### config.mk
export PLATFORM = sky130hd
export DESIGN_NAME = add_seq_ctrl
export DESIGN_NICKNAME = d
export VERILOG_FILES = /design/src/rtl/add_pkg.sv /design/src/rtl/add.sv /design/src/rtl/add_seq_ctrl.sv
export SDC_FILE = /design/constraint.sdc
export NUM_CORES = 1
export LEC_CHECK = 0
export CAP_MARGIN = 20
export CORE_UTILIZATION = 30
export DETAILED_ROUTE_END_ITERATION = 7
export RECOVER_POWER = 50
export SLEW_MARGIN = 30
export SYNTH_ARGS = -nofsm -noshare
export SYNTH_HDL_FRONTEND = slang
export SYNTH_HIERARCHICAL = 1
export SYNTH_SLANG_ARGS = --single-unit
### constraint.sdc
create_clock -name clk -period 8.65 [get_ports clk]
set_input_delay 2.1625 -clock clk [delete_from_list [all_inputs] [get_ports clk]]
set_output_delay 2.1625 -clock clk [all_outputs]
set_load 0.05 [all_outputs]
### src/rtl/add_pkg.sv
// Shared constants and state encoding for the byte-serial add/subtract sequencer.
package add_pkg;

    localparam logic OP_ADD  = 1'b0;
    localparam logic OP_SUB  = 1'b1;

    // Width of the shared adder slice; fixed by the add module.
    localparam int   SLICE_W = 8;

    typedef enum logic {
        ST_IDLE = 1'b0,
        ST_RUN  = 1'b1
    } state_e;

endpackage

### src/rtl/add.sv
// Purely combinational 8-bit adder slice with carry in/out.
module add
    import add_pkg::*;
(
    input  logic [SLICE_W-1:0] a,
    input  logic [SLICE_W-1:0] b,
    input  logic               cin,
    output logic [SLICE_W-1:0] s,
    output logic               cout
);

    // Widen to SLICE_W+1 so the top bit carries out.
    assign {cout, s} = (SLICE_W+1)'(a) + (SLICE_W+1)'(b) + (SLICE_W+1)'(cin);

endmodule

### src/rtl/add_seq_ctrl.sv
// Multi-cycle wide add/subtract: one shared 8-bit slice walked LSB-first,
// carry threaded through a register. Subtract is a + ~b + 1.
module add_seq_ctrl
    import add_pkg::*;
#(
    parameter int WORDS = 2
) (
    input  logic                     clk,
    input  logic                     rst_n,
    input  logic                     start,
    input  logic                     op,
    input  logic [WORDS*SLICE_W-1:0] a,
    input  logic [WORDS*SLICE_W-1:0] b,
    output logic                     busy,
    output logic                     done,
    output logic [WORDS*SLICE_W-1:0] result,
    output logic                     cout,
    output logic                     ovf,
    output logic                     zero
);

    localparam int KW = (WORDS > 1) ? $clog2(WORDS) : 1;
    localparam logic [KW-1:0] K_LAST = KW'(WORDS - 1);

    state_e                          state_q, state_d;
    logic [KW-1:0]                   k_q, k_d;
    logic                            carry_q, carry_d;
    logic                            op_q, op_d;
    logic [WORDS-1:0][SLICE_W-1:0]   a_q, a_d;
    logic [WORDS-1:0][SLICE_W-1:0]   b_q, b_d;
    logic [WORDS-1:0][SLICE_W-1:0]   acc_q, acc_d;
    logic [WORDS-1:0][SLICE_W-1:0]   result_q, result_d;
    logic                            busy_q, busy_d;
    logic                            done_q, done_d;
    logic                            cout_q, cout_d;
    logic                            ovf_q, ovf_d;
    logic                            zero_q, zero_d;

    logic [SLICE_W-1:0]              sl_a, sl_b, sl_s;
    logic                            sl_co;

    // k-indexed operand mux into the shared slice; b inverted for subtract.
    always_comb begin
        sl_a = a_q[k_q];
        sl_b = (op_q == OP_SUB) ? ~b_q[k_q] : b_q[k_q];
    end

    add u_add (
        .a    (sl_a),
        .b    (sl_b),
        .cin  (carry_q),
        .s    (sl_s),
        .cout (sl_co)
    );

    // Next-state: accept in IDLE, one slice per cycle in RUN, publish on last slice.
    always_comb begin
        state_d  = state_q;
        k_d      = k_q;
        carry_d  = carry_q;
        op_d     = op_q;
        a_d      = a_q;
        b_d      = b_q;
        acc_d    = acc_q;
        result_d = result_q;
        busy_d   = busy_q;
        done_d   = 1'b0;
        cout_d   = cout_q;
        ovf_d    = ovf_q;
        zero_d   = zero_q;
        case (state_q)
            ST_IDLE: begin
                if (start) begin
                    a_d     = a;
                    b_d     = b;
                    op_d    = op;
                    carry_d = op;   // +1 of the two's-complement negate
                    k_d     = '0;
                    busy_d  = 1'b1;
                    state_d = ST_RUN;
                end
            end
            ST_RUN: begin
                acc_d[k_q] = sl_s;
                carry_d    = sl_co;
                k_d        = k_q + KW'(1);
                if (k_q == K_LAST) begin
                    // acc_d already includes this slice, so no partial sum escapes.
                    result_d = acc_d;
                    cout_d   = sl_co;
                    ovf_d    = (sl_a[SLICE_W-1] == sl_b[SLICE_W-1]) &&
                               (sl_s[SLICE_W-1] != sl_a[SLICE_W-1]);
                    zero_d   = (acc_d == '0);
                    done_d   = 1'b1;
                    busy_d   = 1'b0;
                    state_d  = ST_IDLE;
                end
            end
            default: state_d = ST_IDLE;
        endcase
    end

    // State and datapath registers; reset aborts any request in flight.
    always_ff @(posedge clk or negedge rst_n) begin
        if (!rst_n) begin
            state_q  <= ST_IDLE;
            k_q      <= '0;
            carry_q  <= 1'b0;
            op_q     <= 1'b0;
            a_q      <= '0;
            b_q      <= '0;
            acc_q    <= '0;
            result_q <= '0;
            busy_q   <= 1'b0;
            done_q   <= 1'b0;
            cout_q   <= 1'b0;
            ovf_q    <= 1'b0;
            zero_q   <= 1'b0;
        end else begin
            state_q  <= state_d;
            k_q      <= k_d;
            carry_q  <= carry_d;
            op_q     <= op_d;
            a_q      <= a_d;
            b_q      <= b_d;
            acc_q    <= acc_d;
            result_q <= result_d;
            busy_q   <= busy_d;
            done_q   <= done_d;
            cout_q   <= cout_d;
            ovf_q    <= ovf_d;
            zero_q   <= zero_d;
        end
    end

    assign busy   = busy_q;
    assign done   = done_q;
    assign result = result_q;
    assign cout   = cout_q;
    assign ovf    = ovf_q;
    assign zero   = zero_q;

endmodule

; Word-level counts from Yosys, hierarchy flattened
; Cells that the tools add are included.
[totals]
register_bits = 73
inputBits = 36
out_inout_bits = 21
wordCells = 54
[classes]
addsub = 3
order_cmp = 2
eq_ne = 4
n_mux = 20
n_bitwise = 2
n_reduce_logical = 6
[ops]
columns = op, count
row1 = 8-bit 2-to-1 mux, 6
row2 = 16-bit bitwise mux, 1
row3 = 16-bit zero test, 1
row4 = 8-bit by 8-bit adder with 9-bit output, 1
row5 = 9-bit by 1-bit adder with 9-bit output, 1
row6 = 8-bit demux with 1-bit select, 1
row7 = 1-bit 2-to-1 mux, 8
row8 = 8-bit NOT, 1
row9 = 1-bit one-hot mux with 2 select lines, 4
row10 = 2-bit AND reduction, 3
row11 = 1-bit logical AND, 2
row12 = 1-bit by 2-bit < comparator with 1-bit output (second input constant), 1
row13 = 2-bit by 1-bit inequality test with 1-bit output (second input constant), 1
row14 = 2-bit inequality test (second input constant), 1
row15 = 1-bit adder (second input constant), 1
row16 = 1-bit equality test, 1
row17 = 1-bit greater-or-equal comparator (second input constant), 1
row18 = 1-bit inequality test, 1
row19 = 1-bit NOT, 1

; Depth between registers and ports, before layout
[depth]
word_depth = 8
ltp_mapped = 12

; By module
; The synthesis kept the hierarchy.
[by_module_without_submodules]
columns = mod, instances, cells_each, area_per_inst_um2, seq_area_each_um2
row1 = add_seq_ctrl, 1, 222, 2780.2, 1626.6
row2 = add, 1, 40, 331.6, 0.0

; Least setup slack after synthesis
; Ideal clock, no wire load.
[synth_timing]
path_kind = input -> register
from = input start
to = register a_q[10] (netlist name)
setup_ps = 125
arrival_ps = 2897
required_time_ps = 8525
slack_ps = 5628
path_stages = 4
path_cell_list = nor2b_1 > buf_6 > buf_6 > mux2_2
[synth_between]
elab_chain_len = 1
[synth_rtl]
columns = element, line
row1 = from (decl), add_seq_ctrl.sv:10  ; input logic start,
row2 = 2-bit AND reduction (no source line), --
row3 = to (signal assigned), add_seq_ctrl.sv:110  ; a_q <= '0;
row4 = to (signal assigned), add_seq_ctrl.sv:124  ; a_q <= a_d;
row5 = to (decl), add_seq_ctrl.sv:29  ; logic [WORDS-1:0][SLICE_W-1:0] a_q, a_d;
; Every way passes these cells.
; A chain may end at the register's enable or synchronous reset.

==> results.sh <==
export IMPL_status="finished with violations"
export IMPL_violations="max-capacitance violations, max-slew violations"
export IMPL_post_route_min_period_ns=4.96
export IMPL_synth_xor_area_frac=0.0338
export IMPL_drtIter0Drc=69
export IMPL_ant_nets=0
export IMPL_dr_pass1_iters=4
export IMPL_routedWlPerCell_um=13.2
export IMPL_fin_worst_skew_ns=0.0108
export IMPL_cts_sinks=65
export IMPL_final_common_cell="dfrtp_1"
export IMPL_worstMarginPinSlew_ns=3.40
export IMPL_vias_per_cell=4.44
export IMPL_syn_cell_area_um2=3110
export IMPL_yosys_warnings=6
export IMPL_synth_compound_area_frac=0.0386
export IMPL_m1WireLength_um=2830
export IMPL_rows=36
export IMPL_final_max_slew_viol_count=66
export IMPL_worstSetupPathType="primary input to asynchronous set/reset pin"
export IMPL_synth_simple_area_share=0.118
export IMPL_path_cells="buf_2 > clkbuf_1"
export IMPL_synth_edff_count=0
export IMPL_clk_latency_ns=0.35
export IMPL_tritoncts="yes"
export IMPL_layout_drive_gt1_share=0.212
export IMPL_boundaryPins=57
export IMPL_synth_cells=262
export IMPL_rsz0062_at_grt="false"
export IMPL_required_ns=8.34
export IMPL_initial_core_util=0.314
export IMPL_cts_resized=0
export IMPL_synth_fa_ha_area_frac=0.0410
export IMPL_layout_common_cells="dfrtp_1, nand2_1, clkdlybuf4s50_1, mux2_2"
export IMPL_numPortBuffers=56
export IMPL_via_count=2034
export IMPL_antenna_found_initial=0
export IMPL_wl_met2_um=2850
export IMPL_yosys_cell_types_count=37
export IMPL_min_path_type="flop to flop"
export IMPL_wl_um=6070
export IMPL_cts_made_buffers=9
export IMPL_grt_total_usage=0.123
export IMPL_seq_area_frac_synth=0.523
export IMPL_slowest_stage="clkbuf_1"
export IMPL_clk_path_buf_depth=2
export IMPL_area_growth_pct=28.0
export IMPL_cp_buffers_inverters=2
export IMPL_synthArstFlopShare=1.00
export IMPL_syn_num_nets=307
export IMPL_dieHeight_um=104
export IMPL_end_kind="asynchronous set/reset pin"
export IMPL_crit_fanout=65
export IMPL_synthMuxAreaShare=0.210
export IMPL_grt_pass1_wl_um=10300
export IMPL_hold_viol=0
export IMPL_setup_viol=0
export IMPL_synth_top_family_by_area="multiplexers"
export IMPL_grt_max_degree=66
export IMPL_synthFlopType="dfrtp_1"
export IMPL_grt_pass1_vias=2162
export IMPL_cts_setup_buffers=0
export IMPL_fmax_mhz=201
export IMPL_gp_congestion=0.743
export IMPL_ys_seq_elements=65
export IMPL_start_kind="primary input"
export IMPL_cap_violations=1
export IMPL_max_slew_margin=-1.27
export IMPL_hpwl_um=4360
export IMPL_min_period_over_period=0.574
export IMPL_nets=365
export IMPL_h_tree_depth=3
export IMPL_route_met3_wl_um=294
export IMPL_setup_tns_final_ns=0
export IMPL_highest_layer="met4"
export IMPL_drc=0
export IMPL_cts_root_buf="clkbuf_8"
export IMPL_critPathTopFamily="buffers and inverters"
export IMPL_overflow=0
export IMPL_num_antenna_cells=0
export IMPL_path_clk_slew_ns=0.07
export IMPL_arrival_ns=4.65
export IMPL_core_um2=9910
export IMPL_slowest_delay_ns=2.40
export IMPL_holdBufCountCts=0
export IMPL_die_area_um2=10800
export IMPL_syn_avg_cell_area_um2=11.9
export IMPL_die_w_um=104
==> layer usage <==
| metal | vias to the layer above | track usage |
|---|---|---|
| met3 | 11 | 0.0447 |
| met5 | - | 0 |
| met4 | 0 | 0.0520 |
| met2 | 45 | 0.200 |
| li1 | 1006 | - |
| met1 | 972 | 0.147 |
==> logic make-up after synthesis <==
| family | after synthesis |
|---|---|
| AND/OR/NAND/NOR | 85 |
| flip-flops | 65 |
| multiplexers | 58 |
| buffers and inverters | 17 |
| AO/OA/AOI/OAI | 16 |
| XOR/XNOR | 12 |
| adder cells (fa/ha/maj) | 9 |
==> synthesized netlist by cell type (all sizes together) (2+ instances only) <==
library cell	count	area (um2)
dfrtp	65	1630
nand2	61	231
mux2	48	541
buf	10	86.3
mux2i	10	113
xnor2	10	87.6
ha	7	87.6
a21oi	5	28.8
inv	5	18.8
nor2	5	18.8
nor4	5	31.3
nand2b	4	25.0
a21o	2	15.0
a311o	2	20.0
clkbuf	2	7.51
fa	2	40.0
nand3	2	10.0
nand4	2	12.5
nor2b	2	12.5
o21ai	2	10.0
xor2	2	17.5
==> worst paths after layout <==
path	slack, ns	from	cells after the start	end
min in group asynchronous	3.07	rst_n	2	result[2]
worst min-delay path	0.48	result[2]	2	result[2]
worst max-delay path	3.69	rst_n	2	a_q[10]
worst max register to register	4.75	k_q	12	zero
max in group clk	4.75	k_q	12	zero
worst min register to register	0.48	result[2]	2	result[2]
==> state kept, by name, summed over array words and instances, names as in the netlist <==
name / flops
b_q: 16
result: 16
zero: 1
busy: 1
carry_q: 1
op_q: 1
acc_q: 8
done: 1
cout: 1
k_q: 1
a_q: 16
ovf: 1
state_q: 1
==> per-stage QoR <==
| step | instance area (um2) | setup WS, ns | utilization | instances | hold WS, ns |
|---|---|---|---|---|---|
| final | 3980 | 3.69 | 0.402 | 458 | 0.477 |
| after global placement | 3760 | 4.92 | 0.380 | 442 | 0.459 |
| after CTS | 3990 | 4.94 | 0.403 | 458 | 0.482 |
| after global routing | 3980 | 2.86 | 0.402 | 458 | 0.501 |
| after detailed placement | 3760 | 4.90 | 0.380 | 442 | 0.463 |
| after floorplan | 3110 | 5.63 | - | 262 | 0.454 |
==> final cells by class <==
type / instances / area [um2]
fillers: 1002 / 5930
flip-flops and latches: 65 / 1630
multi-input cells: 180 / 1370
repair buffers: 59 / 571
well taps: 133 / 166
clock buffers: 10 / 138
clock inverters: 6 / 91.3
inverters: 5 / 18.8
Power is left out: the tool's default activity adds up to more than one toggle a clock period on the data nets, which glitch-free logic cannot reach.
==> edit 1, RTL diff (same settings) <==
Reset style: synchronous (`rst_n`), changed in one clocked block.
--- a/src/rtl/add_seq_ctrl.sv
+++ b/src/rtl/add_seq_ctrl.sv
@@ -101,7 +101,7 @@
     end
 
     // State and datapath registers; reset aborts any request in flight.
-    always_ff @(posedge clk or negedge rst_n) begin
+    always_ff @(posedge clk) begin
         if (!rst_n) begin
             state_q  <= ST_IDLE;
             k_q      <= '0;
Behaviour: differs if rst_n is asserted again (counterexample within 4 cycles, from zero or initial values and one cycle with rst_n low); with rst_n held inactive, the same outputs for 10 cycles.
==> edit 1 against the original RTL <==
  * Final area up 3.9%
  * Critical endpoint is now zero$_SDFFE_PN0P_
  * Sequential cell count up 7
  * Setup slack better by 760 ps
  * Die area up 6.1%
  * Maximum frequency up 18%
  * The flow still finishes with violations (capacitance limit, slew limit)
  * Critical path depth up 2
  * Clock skew down 1.9 ps
  * Global-route usage up 1.1 points
  * Critical path type is now in2reg
  * Cell count up 24%
  * Wire length up 18%
  * Area after synthesis up 6.3%
==> edit 1: results (changes against the original RTL) <==
Outcome
  – Outcome: finished, violations left
  – Failing checks: capacitance limit, slew limit

Worst setup path
  – Critical path class: in2reg
  – Worst r2r path cells: 10 (-2)
  – Worst Path Arrival: 4480 ps (-170 ps)
  – CP peak stage delay: 1650 ps (-750 ps)
  – R2R Path Start: k_q$_SDFFE_PN0P_
  – Crit Path Max Fanout: 72 (+11%)

Final layout
  – Final net count: 471 (+29%)
  – Layout cell share with drive strength beyond 1: 6.98% (-14 points)

Placement
  – Detailed Place HPWL: 5230 um (+20%)

STA
  – Setup Skew: 8.87 ps (-1.89 ps)
  – Pins Over Slew Limit: 73 (+11%)

Synthesis
  – Register area share after synthesis: 43.6% (-8.7 points)
  – Async SR Flop Fraction: 0% (-100 points)
  – Adder-cell share of the synthesized area: 3.86% (-0.24 points)
  – Top cells by count, synth: 127 x nand2_1, 72 x dfxtp_1, 66 x a21boi_0
  – Post-synthesis mux area share: 5.41% (-16 points)
  – Largest cells by area after synthesis: dfxtp_1 44%, a21boi_0 15%, nand2_1 14%
  – Synth Area in Compound Gates: 19.7% (+16 points)

GRT
  – Largest net degree at the start of global routing: 73 (+11%)
  – Vias in the first global route: 2554 (+18%)

Drt
  – Vias per inst: 4.65 (+4.7%)
  – DRT iter0 DRCs: 120 (+74%)

Run
  – Max-Cap Viols: 1 (unchanged)

Worst hold path
  – Hold endpoint: result[13]$_SDFFE_PN0P_
  – Hold Startpoint: result[13]$_SDFFE_PN0P_
==> edit 1: layout make-up <==
class / count / area (um^2)
inverter: 5 / 18.8
clock buffer: 12 / 155
multi-input combinational: 280 / 1720
timing repair buffer: 58 / 569
tap: 136 / 170
fill: 1137 / 6370
clock inverter: 3 / 65.1
sequential: 72 / 1440
==> edit 1: logic make-up after synthesis <==
| group | Yosys count |
|---|---|
| fa+ha+maj | 9 |
| flops | 72 |
| compound gates | 88 |
| mux | 17 |
| xor+xnor | 12 |
| simple gates | 154 |
| buf+inv | 32 |
==> edit 1: worst max path at each step <==
stage / end / slack, ps / cells after the start
finish: zero$_SDFFE_PN0P_ / 4440 / 4
global route: zero$_SDFFE_PN0P_ / 4110 / 4
CTS: result[10] / 4960 / 1
detailed placement: a_q[14]$_SDFFE_PN0P_ / 5030 / 5
global placement: b_q[6]$_SDFFE_PN0P_ / 4730 / 4
floorplan: zero$_SDFFE_PN0P_ / 5680 / 12
==> edit 1: through the flow <==
step / power, mW / cells / setup slack (ps) / cell area [um^2] / hold WS (ps)
4_1_cts: 0.796 / 566 / 4960 / 4140 / 471
5_1_grt: 0.830 / 566 / 4110 / 4140 / 486
6_report: 0.790 / 566 / 4440 / 4140 / 465
2_1_floorplan: 0.459 / 384 / 5680 / 3310 / 440
3_3_place_gp: 0.499 / 551 / 4730 / 3920 / 453
3_5_place_dp: 0.502 / 551 / 5030 / 3920 / 461
==> edit 1: routing by layer <==
layer | GRT usage, % | vias up | part of all wire [%]
met4 | 5.58 | 0 | 1.6
li1 | - | 1368 | -
met5 | 0 | - | 0
met1 | 16.9 | 1210 | 48
met3 | 2.43 | 11 | 2.8
met2 | 22.5 | 43 | 48
==> edit 1: tightest hold or removal path, cell delays in order, from the launching register on <==
cell	delay (ps)
dfxtp_1	310
nand2_1	40
a21boi_0	60
==> edit 1: report_power, final <==
group          internal [mW]  leakage, nW  switching, mW
clock                  0.176        0.112          0.118
sequential             0.348        0.587         0.0121
combinational         0.0609        0.797         0.0742
==> edit 2, RTL diff (same settings) <==
Without the edit above. The parameter `WORDS` goes from 2 to 4.
--- a/src/rtl/add_seq_ctrl.sv
+++ b/src/rtl/add_seq_ctrl.sv
@@ -3,7 +3,7 @@
 module add_seq_ctrl
     import add_pkg::*;
 #(
-    parameter int WORDS = 2
+    parameter int WORDS = 4
 ) (
     input  logic                     clk,
     input  logic                     rst_n,
Ports: changed (resized a, b and result); port bits go from 57 to 105. No check against the original RTL was run, so the function may have changed too.
==> edit 2 against the original RTL <==
  * The run still ends with capacitance limit, slew limit left
  * Clock skew shrank 4.0 ps
  * Final area grew 100%
  * Critical path depth up 10
  * Wire length is 120% higher
  * Sequential cell count grew 66
  * Area after synthesis is 96% higher
  * Setup slack got worse by 270 ps
  * Synthesized cell count rose by 77%
  * Hold slack got worse by 2.0 ps
  * Critical path type is now reg2reg
  * Highest routed layer unchanged
Power is not shown: default switching activity piles up to over one toggle a cycle in this logic, so the estimate is an artifact.
==> edit 2: results (changes against the original RTL) <==
Drt
  – Routed len/inst: 16.1 um (+21%)
  – DR vias: 4005 (+97%)
  – DRT iter0 DRCs: 185 (+170%)

Placement
  – IO Port Bufs: 104 (+86%)
  – Detailed Place HPWL: 9670 um (+120%)
  – Placer congestion estimate: 0.786 (+5.7%)

Worst setup path
  – Worst flop-to-flop path endpoint: zero$_DFFE_PN0P_
  – Crit Path Max Fanout: 16 (-75%)
  – Top delay family on crit path: XOR/XNOR gates
  – Reg2Reg Setup Slack: 3420 ps (-1330 ps)
  – Worst Path Arrival: 5530 ps (+880 ps)
  – CP peak stage delay: 940 ps (-1460 ps)
  – R2R Path Start: k_q[0]$_DFFE_PN0P_

Run
  – Max-Cap Viols: 3 (+2)

GRT
  – Vias in the first global route: 4172 (+93%)
  – Largest net degree at the start of global routing: 72 (+9.1%)

Outcome
  – Outcome: finished, violations left
  – Failing checks: capacitance limit, slew limit

Synthesis
  – Register area share after synthesis: 53.8% (+1.6 points)
  – Top cells by count, synth: 131 x dfrtp_1, 91 x mux2_2, 60 x nand2_1
  – Yosys cell types: 41 (+11%)
  – Synthesized net count: 547 (+78%)
  – Largest cells by area after synthesis: dfrtp_1 54%, mux2_2 17%, mux2i_1 4.3%

Clocking
  – Root Driver: clkbuf_16
  – Clock buffer count from CTS: 17 (+8)
  – # H-tree levels: 4 (+1)
  – Worst skew pair latency: 410 ps (+60 ps)

Final layout
  – Diode count: 0 (unchanged)
  – Filler cell count: 1890 (+89%)
  – Final net count: 648 (+78%)

Worst hold path
  – Hold endpoint: result[13]$_DFFE_PN0P_
  – Hold Startpoint: result[13]$_DFFE_PN0P_

STA
  – Pins Over Slew Limit: 146 (+120%)
[edit 2: cells by family after synthesis]
kind of cell,after synthesis,synth area share (%)
xor+xnor,12,1.73
fa+ha+maj,14,3.12
flops,131,53.8
simple gates,90,6.47
buf+inv,35,2.51
mux,133,27.4
compound gates,50,4.93
[edit 2: how the worst max path moves through the flow]
stage,slack [ps],cells past startpoint,endpoint,startpoint
3_5_place_dp,4040,12,zero$_DFFE_PN0P_,k_q[0]$_DFFE_PN0P_
5_1_grt,2910,1,k_q[1]$_DFFE_PN0P_,rst_n
3_3_place_gp,4060,12,zero$_DFFE_PN0P_,k_q[0]$_DFFE_PN0P_
4_1_cts,4040,12,zero$_DFFE_PN0P_,k_q[0]$_DFFE_PN0P_
6_report,3420,12,zero$_DFFE_PN0P_,k_q[0]$_DFFE_PN0P_
2_1_floorplan,5120,12,zero$_DFFE_PN0P_,k_q[0]$_DFFE_PN0P_
[edit 2: cell type report]
type	count	area [um^2]	share of cell area, %
multi-input cells	299	2660	33.4
inverters	8	30.0	0.377
clock inverters	13	134	1.68
well taps	265	332	4.17
flip-flops and latches	131	3280	41.2
repair buffers	109	1070	13.4
clock buffers	19	453	5.69
[edit 2: tightest hold or removal path: cells and delay by family, from the launching register on]
family           cells  cell delay [ps]
AO/OA/AOI/OAI        1               60
AND/OR/NAND/NOR      1               40
flip-flops           1              340
[edit 2: routing by layer]
metal | up-vias | GRT usage [%] | wire length, um
met5 | - | 0 | 0
met4 | 0 | 4.82 | 117
met3 | 10 | 3.31 | 502
met2 | 93 | 23.5 | 6690
met1 | 2025 | 18.4 | 6270
li1 | 1877 | - | -
[edit 2: stage by stage]
stage	setup slack (ps)	util (%)	hold WS (ps)	std cells	cell area, um^2
6_report	3420	40.5	475	844	7960
2_1_floorplan	5120	-	472	465	6090
3_3_place_gp	4060	37.6	466	812	7380
3_5_place_dp	4040	37.6	469	812	7380
4_1_cts	4040	40.5	482	844	7970
5_1_grt	2910	40.5	496	844	7960
